<file path="src/rtl/ex_mdu_seq_pkg.sv">
// Shared definitions for the RV32M multiply/divide sequencer.
// Holds the opcode/funct codes that identify M-extension instructions,
// the sequencer state type and the iteration-step mode type.
package ex_mdu_seq_pkg;

    localparam logic [6:0] OP_R       = 7'b0110011;
    localparam logic [6:0] F7_MULDIV  = 7'b0000001;

    localparam logic [2:0] F3_MUL     = 3'b000;
    localparam logic [2:0] F3_MULH    = 3'b001;
    localparam logic [2:0] F3_MULHSU  = 3'b010;
    localparam logic [2:0] F3_MULHU   = 3'b011;
    localparam logic [2:0] F3_DIV     = 3'b100;
    localparam logic [2:0] F3_DIVU    = 3'b101;
    localparam logic [2:0] F3_REM     = 3'b110;
    localparam logic [2:0] F3_REMU    = 3'b111;

    typedef enum logic [1:0] {
        MDU_IDLE = 2'd0,
        MDU_CALC = 2'd1,
        MDU_FIX  = 2'd2,
        MDU_DONE = 2'd3
    } mdu_state_t;

    typedef enum logic {
        MODE_MUL = 1'b0,
        MODE_DIV = 1'b1
    } mdu_mode_t;

endpackage

</file>
<file path="src/rtl/ex_mdu_seq_iter_step.sv">
// One iteration of the unsigned multiply/divide datapath (combinational).
//   acc      : working register. MUL: {partial product, multiplier};
//              DIV: {remainder, dividend/quotient}
//   operand  : multiplicand (MUL) or divisor (DIV) magnitude
//   mode     : MODE_MUL shift-add (LSB first), MODE_DIV restoring divide
//   acc_next : working register after this iteration
module mdu_iter_step
    import ex_mdu_seq_pkg::*;
#(
    parameter int unsigned XLEN = 32
) (
    input  logic [2*XLEN-1:0] acc,
    input  logic [XLEN-1:0]   operand,
    input  mdu_mode_t         mode,
    output logic [2*XLEN-1:0] acc_next
);

    logic [XLEN:0] mul_sum;
    logic [XLEN:0] div_shift;
    logic [XLEN:0] div_diff;

    always_comb begin
        // Add the multiplicand into the upper half when the current
        // multiplier bit is set; the carry is kept and shifted in.
        mul_sum   = {1'b0, acc[2*XLEN-1:XLEN]};
        if (acc[0]) begin
            mul_sum = mul_sum + {1'b0, operand};
        end

        // Remainder shifted left by one with the next dividend bit; it can
        // transiently need XLEN+1 bits, hence the extra bit.
        div_shift = acc[2*XLEN-1:XLEN-1];
        div_diff  = div_shift - {1'b0, operand};

        if (mode == MODE_MUL) begin
            acc_next = {mul_sum, acc[XLEN-1:1]};
        end else if (!div_diff[XLEN]) begin
            acc_next = {div_diff[XLEN-1:0], acc[XLEN-2:0], 1'b1};
        end else begin
            acc_next = {div_shift[XLEN-1:0], acc[XLEN-2:0], 1'b0};
        end
    end

endmodule

</file>
<file path="src/rtl/ex_mdu_seq.sv">
// RV32M multi-cycle multiply/divide sequencer for the EX stage.
// Runs a 32-iteration unsigned datapath on operand magnitudes, fixes the
// sign afterwards and presents a one-cycle registered writeback.
//   clk, rst            : clock, asynchronous active-high reset
//   start_i             : M-extension instruction present in EX (level)
//   funct3_i            : MUL/MULH/MULHSU/MULHU/DIV/DIVU/REM/REMU
//   rs1_data_i/rs2_data_i : operands A and B
//   rd_addr_i           : destination register, latched on accept
//   flush_i             : abort any operation, no writeback
//   stall_o             : combinational hold request to IF/ID/EX
//   done_o / rd_we      : result valid for one cycle
//   rd_addr / rd_data   : registered destination and result
module ex_mdu_seq
    import ex_mdu_seq_pkg::*;
#(
    parameter int unsigned XLEN = 32
) (
    input  logic            clk,
    input  logic            rst,
    input  logic            start_i,
    input  logic [2:0]      funct3_i,
    input  logic [XLEN-1:0] rs1_data_i,
    input  logic [XLEN-1:0] rs2_data_i,
    input  logic [4:0]      rd_addr_i,
    input  logic            flush_i,
    output logic            stall_o,
    output logic            done_o,
    output logic            rd_we,
    output logic [4:0]      rd_addr,
    output logic [XLEN-1:0] rd_data
);

    localparam logic [XLEN-1:0] SIGNED_MIN = {1'b1, {(XLEN-1){1'b0}}};

    mdu_state_t        state, state_next;
    logic [5:0]        cnt;
    logic [2:0]        funct3_q;
    logic [4:0]        rd_addr_q;
    logic [2*XLEN-1:0] acc;
    logic [2*XLEN-1:0] acc_next;
    logic [XLEN-1:0]   op_b;
    logic              neg_res;
    logic              neg_rem;
    mdu_mode_t         mode;

    // Accept-side decode
    logic              accept;
    logic              is_div;
    logic              a_signed, b_signed;
    logic              a_neg, b_neg;
    logic [XLEN-1:0]   abs_a, abs_b;
    logic              div_zero, div_ovf, special;
    logic [XLEN-1:0]   special_val;

    // Sign fix
    logic [2*XLEN-1:0] prod_fix;
    logic [XLEN-1:0]   quo_fix, rem_fix, fix_result;

    always_comb begin
        accept   = (state == MDU_IDLE) && start_i && !flush_i;
        is_div   = funct3_i[2];
        a_signed = (funct3_i == F3_MULH) || (funct3_i == F3_MULHSU) ||
                   (is_div && !funct3_i[0]);
        b_signed = (funct3_i == F3_MULH) || (is_div && !funct3_i[0]);
        a_neg    = a_signed && rs1_data_i[XLEN-1];
        b_neg    = b_signed && rs2_data_i[XLEN-1];
        abs_a    = a_neg ? -rs1_data_i : rs1_data_i;
        abs_b    = b_neg ? -rs2_data_i : rs2_data_i;

        div_zero = is_div && (rs2_data_i == '0);
        div_ovf  = is_div && !funct3_i[0] &&
                   (rs1_data_i == SIGNED_MIN) && (rs2_data_i == '1);
        special  = div_zero || div_ovf;

        // funct3[1] distinguishes REM* from DIV*
        if (div_zero) begin
            special_val = funct3_i[1] ? rs1_data_i : '1;
        end else begin
            special_val = funct3_i[1] ? '0 : SIGNED_MIN;
        end
    end

    assign mode = funct3_q[2] ? MODE_DIV : MODE_MUL;

    mdu_iter_step #(
        .XLEN(XLEN)
    ) u_step (
        .acc      (acc),
        .operand  (op_b),
        .mode     (mode),
        .acc_next (acc_next)
    );

    always_comb begin
        prod_fix = neg_res ? -acc : acc;
        quo_fix  = neg_res ? -acc[XLEN-1:0] : acc[XLEN-1:0];
        rem_fix  = neg_rem ? -acc[2*XLEN-1:XLEN] : acc[2*XLEN-1:XLEN];
        case (funct3_q)
            F3_MUL:                  fix_result = prod_fix[XLEN-1:0];
            F3_MULH, F3_MULHSU,
            F3_MULHU:                fix_result = prod_fix[2*XLEN-1:XLEN];
            F3_DIV, F3_DIVU:         fix_result = quo_fix;
            default:                 fix_result = rem_fix;
        endcase
    end

    always_comb begin
        state_next = state;
        case (state)
            MDU_IDLE: if (accept) state_next = special ? MDU_DONE : MDU_CALC;
            MDU_CALC: if (cnt == 6'd31) state_next = MDU_FIX;
            MDU_FIX:  state_next = MDU_DONE;
            MDU_DONE: state_next = MDU_IDLE;
            default:  state_next = MDU_IDLE;
        endcase
        if (flush_i) begin
            state_next = MDU_IDLE;
        end
    end

    always_ff @(posedge clk or posedge rst) begin
        if (rst) begin
            state     <= MDU_IDLE;
            cnt       <= '0;
            funct3_q  <= '0;
            rd_addr_q <= '0;
            acc       <= '0;
            op_b      <= '0;
            neg_res   <= 1'b0;
            neg_rem   <= 1'b0;
            rd_addr   <= '0;
            rd_data   <= '0;
        end else begin
            state <= state_next;
            case (state)
                MDU_IDLE: begin
                    if (accept) begin
                        // Multiply and divide share the same initial layout:
                        // {zeros, |A|} with |B| as the iteration operand.
                        funct3_q  <= funct3_i;
                        rd_addr_q <= rd_addr_i;
                        acc       <= {{XLEN{1'b0}}, abs_a};
                        op_b      <= abs_b;
                        neg_res   <= a_neg ^ b_neg;
                        neg_rem   <= a_neg;
                        cnt       <= '0;
                        if (special) begin
                            rd_data <= special_val;
                            rd_addr <= rd_addr_i;
                        end
                    end
                end
                MDU_CALC: begin
                    acc <= acc_next;
                    cnt <= cnt + 6'd1;
                end
                MDU_FIX: begin
                    if (!flush_i) begin
                        rd_data <= fix_result;
                        rd_addr <= rd_addr_q;
                    end
                end
                default: ;
            endcase
        end
    end

    assign done_o  = (state == MDU_DONE);
    assign rd_we   = done_o;
    assign stall_o = accept || (state == MDU_CALC) || (state == MDU_FIX);

endmodule

</file>
<file path="config.mk">
export PLATFORM = sky130hd
export DESIGN_NAME = ex_mdu_seq
export DESIGN_NICKNAME = d
export VERILOG_FILES = /design/src/rtl/ex_mdu_seq_pkg.sv /design/src/rtl/ex_mdu_seq_iter_step.sv /design/src/rtl/ex_mdu_seq.sv
export SDC_FILE = /design/constraint.sdc
export NUM_CORES = 1
export LEC_CHECK = 0
export ABC_AREA = 0
export BUFFER_PORTS_ARGS = -buffer_cell sky130_fd_sc_hd__buf_2
export CORE_MARGIN = 10
export CORE_UTILIZATION = 30
export DETAILED_ROUTE_END_ITERATION = 8
export PLACE_DENSITY_LB_ADDON = 0.05
export SLEW_MARGIN = 20
export SYNTH_ARGS = -nofsm -noshare
export SYNTH_HDL_FRONTEND = slang
export SYNTH_HIERARCHICAL = 1
export SYNTH_SLANG_ARGS = --single-unit
export TNS_END_PERCENT = 30
</file>
<file path="constraint.sdc">
create_clock -name clk -period 12.37 [get_ports clk]
set_input_delay 0.6185 -clock clk [delete_from_list [all_inputs] [get_ports clk]]
set_output_delay 0.6185 -clock clk [all_outputs]
set_load 0.01 [all_outputs]
</file>
# Yosys cells after proc, flatten, opt, wreduce, memory -nomap -nowiden
# Cells that the tools add are included.
[word_totals]
output_inout_bits = 40
regBits = 151
in_bits = 76
[op_classes]
bitwise = 1
muxes = 30
addsub = 8
reduce_logical = 27
n_eq_ne = 18
[ops]
columns = ["op", "count"]
rows = [
  ["$mux 32", 10],
  ["$mux 64", 4],
  ["$neg 32->32", 4],
  ["$pmux 64 s2", 1],
  ["$pmux 32 s3", 1],
  ["$eq 32x32->1 const B", 2],
  ["$neg 64->64", 1],
  ["$pmux 32 s2", 1],
  ["$add 32x32->33", 1],
  ["$mux 33", 1],
  ["$sub 33x32->33", 1],
  ["$logic_not 32->1", 1],
  ["$mux 5", 3],
  ["$pmux 6 s2", 1],
  ["$pmux 5 s2", 1],
  ["$eq 3x2->1 const B", 3],
  ["$logic_and 1x1->1", 8],
  ["$mux 2", 4],
  ["$pmux 2 s4", 1],
  ["$add 6x1->6 const B", 1],
  ["$eq 3x1->1 const B", 2],
  ["$eq 3x3->1 const B", 2],
  ["$eq 6x5->1 const B", 1],
  ["$logic_or 1x1->1", 6],
  ["other kinds (15)", 23],
]

# Longest topological paths before layout
[logic_depth]
depth_word = 9
ltp_mapped = 16
mapped_depth_nobuf = 15

# Cells and area by module
# The synthesis kept the hierarchy.
[by_module_without_submodules]
columns = ["module", "cells_each", "area_each_um2", "n_inst"]
rows = [
  ["ex_mdu_seq", 1293, 10667.7, 1],
  ["mdu_iter_step", 681, 4829.6, 1],
]

# Least setup slack after synthesis
# No wires, ideal clock.
[synth_path]
path_type = "register to register"
startpoint = "reg acc[31]"
endpoint = "reg acc[62]"
path_slack_ps = 8996
required_ps = 12249
arrival_ps = 3253
period_less_slack_ps = 3374
stages_incl_launch_ff = 16
setup_ps = 121
path_cell_list = "dfrtp_1 -> inv_1 -> ha_1 -> fa_1 -> nand2b_1 -> a21oi_2 -> a2111oi_1 -> o21a_1 -> nor4_4 -> o211ai_1 -> mux2_4 -> nor2_8 -> buf_8 -> mux2i_1 -> a22oi_2 -> a22o_1"
[synth_between]
elab_chain_len = 4
[synth_rtl]
columns = ["item", "line_no", "text"]
rows = [
  ["from (decl)", "ex_mdu_seq.sv:39", "logic [2*XLEN-1:0] acc;"],
  ["from (signal assigned)", "ex_mdu_seq.sv:142", "acc <= {{XLEN{1'b0}}, abs_a};"],
  ["from (signal assigned)", "ex_mdu_seq.sv:154", "acc <= acc_next;"],
  ["$sub 33x32->33", "ex_mdu_seq_iter_step.sv:33", "div_diff = div_shift - {1'b0, operand};"],
  ["$mux 64", "ex_mdu_seq_iter_step.sv:37", "end else if (!div_diff[XLEN]) begin"],
  ["$mux 64", "ex_mdu_seq_iter_step.sv:35", "if (mode == MODE_MUL) begin"],
  ["net acc_next[62]", "ex_mdu_seq.sv:40", "logic [2*XLEN-1:0] acc_next;"],
  ["$pmux 64 s2", "ex_mdu_seq.sv:135", "case (state)"],
]
# The timed path passes the listed nets, and every way through them passes these cells.
# A chain may end at the register's enable or synchronous reset.

# Final worst setup path
[layout_path]
startpoint = "reg acc[0]"
endpoint = "reg rd_data[14]"
[layout_between]
elab_chain_len = 5
[layout_rtl]
columns = ["item", "line_no", "text"]
rows = [
  ["$neg 64->64 or $neg 32->32 (tied branches)", "ex_mdu_seq.sv:95, ex_mdu_seq.sv:96", ""],
  ["$mux 64 or $mux 32 (tied branches)", "ex_mdu_seq.sv:95, ex_mdu_seq.sv:96", ""],
  ["$pmux 32 s3 (*)", "ex_mdu_seq.sv:98", "case (funct3_q)"],
  ["$mux 32 (*)", "ex_mdu_seq.sv:158", "if (!flush_i) begin"],
  ["$pmux 32 s2 (*)", "ex_mdu_seq.sv:135", ""],
  ["to (signal assigned)", "ex_mdu_seq.sv:148", "rd_data <= special_val;"],
  ["to (signal assigned)", "ex_mdu_seq.sv:159", "rd_data <= fix_result;"],
  ["to (decl)", "ex_mdu_seq.sv:30", "output logic [XLEN-1:0] rd_data"],
]
# Mark *: on every way between the ends. The rest lies on a longest branch, timed or not. The select of a mux whose other input is x is not followed.

==> run metrics <==
Final Hold Vio Count 0; worst slew pin tran 1.10 ns; Startpoint Class flip-flop; wire length per cell 25.0 um; crit-path max cell delay 0.71 ns; worst r2r path cells 10; Max Transition Viols Final 0; fillers 5466; 1st-iter DRT viols 1288; Pre-Repair DR Iteration Count 5; pwr dens 328 nW/um2; Clock Pin Slew Worst Setup and Hold Paths 0.07 ns; Worst EP required 12.73 ns; fin util 33.6%; Mapped Area 15500 um2; status completed; post-CTS setup buffer count 0; library cells used by synthesis 95; Ports 116; Post-synth top cells nand2_1 (206), o21ai_0 (186), dfrtp_1 (151); internal power 2.53 mW; RePlAce Congestion 0.928; Die W 247 um; Vias 15500; drt via density 5.72; Most used DFF post-synth dfrtp_1; Net Sw Frac 55.3%; syn avg cell area 7.85 um2; TritonCTS clock tree built; cell total after placement 2674; TritonCTS Sinks 151; die height 247 um; vias in the first global route 15200; CP max-delay cell or3_1; core outline area 51200 um2; Critical Path Fanout Max 51; crit path DAT 4.78 ns; fraction of registers with async set/reset 100%; sequential element share of the synthesized area 24.4%; CTS HTree Levels 4; final setup vio count 0; area grow syn2layout 11.0%; Lkg Pwr 7.30 nW; Clock power frac 9.7%; skew final 0.0158 ns; DRC 0; grt total ovfl 0; CTS Buf Count 17; Nets 2166; latest clock arrival within the worst-skew pair 0.50 ns; flops & latches, synth 151; top post-synthesis cells by area dfrtp_1 (24%), xnor2_1 (6.3%), ha_1 (6.1%); metal3 WL 4.42 mm; number of synthesized flops with an enable pin 0; Cells after Synth 1974; share of layout cells above drive strength 1 12.8%; Non-Filler Instances 2707; f_max 226 MHz; Worst Hold Class in -> reg; total die area 61100 um2; Max Cap Viol 0; first-pass GRT wire length 101 mm; setup slack, reg-to-reg 7.95 ns; cts hold-fix bufs 0; largest net degree at the start of global routing 87; Crit Path Category reg -> reg; top sig layer met4; WL met2 29.3 mm; Synth warnings 6; initial core utilization 30.3%; Net Switching 3.12 mW; Metal-1 WL 32.6 mm; Flop pwr share 21.3%; count leader, synth nand2_1; Worst VDD drop 0.156 mV; setup TNS 0 ns; gr usage total 22.0%; row count 83; # port buffers 115; hpwl dp 50.3 mm; Post-Syn Nets 2127; crit share post-route 35.7%; hold path depth 3; Setup crit end kind flip-flop; post-route ant nets 0; crit path time final 4.42 ns; Clock Path Buffers 2; Total Wirelength 67.7 mm; clk root buf clkbuf_16; CP cell instances buf_4, inv_1, ha_1, or4b_2, or3_1, or3_1, o21ai_0, xnor2_1, a211oi_1, o21ai_0; combinational power share 69.0%; Yosys top cell by area dfrtp_1; post_cts resized 0; Slew headroom 26.2%; Yosys top cell area share 24.4%; RSZ-0062 raised after global routing false; antenna violations before repair 4
sequential cells by signal, indices dropped and copies added (netlist names), 2 cells and up:
name and cells:
acc 64, rd_data 32, cnt 6, funct3_q 3, state 2, rd_addr_q 5, op_b 32, rd_addr 5
path summary, 6_finish.rpt:
path,endpoint,start
max reg2reg,rd_data[14],acc[0]
min in group asynchronous,rd_data[1],rst
max,rd_data[14],acc[0]
min reg2reg,rd_addr_q[2],rd_addr_q[2]
max in group asynchronous,funct3_q[2],rst
min,rd_addr_q[3],rd_addr_i[3]
cell usage in the layout (no fill, tap or decap), drive strengths merged, types with 35 or more instances in the layout:
master,instances
ha,75
xnor2,112
a21oi,147
dfrtp,151
or3,35
mux2i,63
inv,76
mux2,38
o21ai,190
nand2,206
xor2,72
nor2,141
buf,142
nor3,38
cell families after synthesis:
| logic type | Yosys count | share of synthesized area (%) |
|---|---|---|
| AOI/OAI and AO/OA | 629 | 26.5 |
| xor gates and xnor gates | 184 | 10.4 |
| adders and majority gates | 77 | 6.31 |
| buffers and inverters | 191 | 5.16 |
| DFF | 151 | 24.4 |
| muxes | 101 | 6.85 |
| and+or+nand+nor | 641 | 20.4 |
power groups by stage:
| stage | logic (mW) | registers (mW) | clock network (mW) |
|---|---|---|---|
| after global routing | 4.29 | 1.23 | 0.588 |
| final | 3.90 | 1.20 | 0.550 |
| after CTS | 3.87 | 1.19 | 0.571 |
| after global placement | 3.86 | 1.20 | 0 |
| after floorplan | 2.92 | 0.955 | 0 |
| after detailed placement | 3.85 | 1.20 | 0 |
area by class of cell:
cell class                      count  area (um2)  share of cell area, %
Antenna cell                        1        2.50                 0.0145
Clock buffer                       19         453                   2.63
Clock inverter                     13         126                  0.734
Inverter                           69         264                   1.53
Multi-Input combinational cell   1632       10900                   63.6
Sequential cell                   151        3780                   22.0
Tap cell                          680         851                   4.94
Timing Repair Buffer              142         778                   4.52
stage by stage:
step	power, mW	hold WS, ns	setup slack (ns)	instance area (um2)
floorplan	3.88	0.445	7.69	15500
global placement	5.07	0.461	8.08	16600
detailed placement	5.05	0.467	8.07	16600
CTS	5.63	0.283	8.05	17200
global route	6.11	0.314	7.83	17200
finish	5.65	0.324	7.95	17200
critical path: cells and delay by family (launching register included):
kind	cells	cell delay, ns
adder cells (fa/ha/maj)	1	0.21
XOR/XNOR	1	0.19
flip-flops	1	0.38
AND/OR/NAND/NOR	3	2.00
AO/OA/AOI/OAI	3	1.06
buffers and inverters	2	0.44
metal layers:
metal / global-route usage [%] / up-vias
met3: 5.03 / 67
met2: 33.0 / 501
met4: 6.01 / 0
met5: 0 / -
li1: - / 7346
met1: 31.1 / 7567
(Power assumes the default switching activity.)
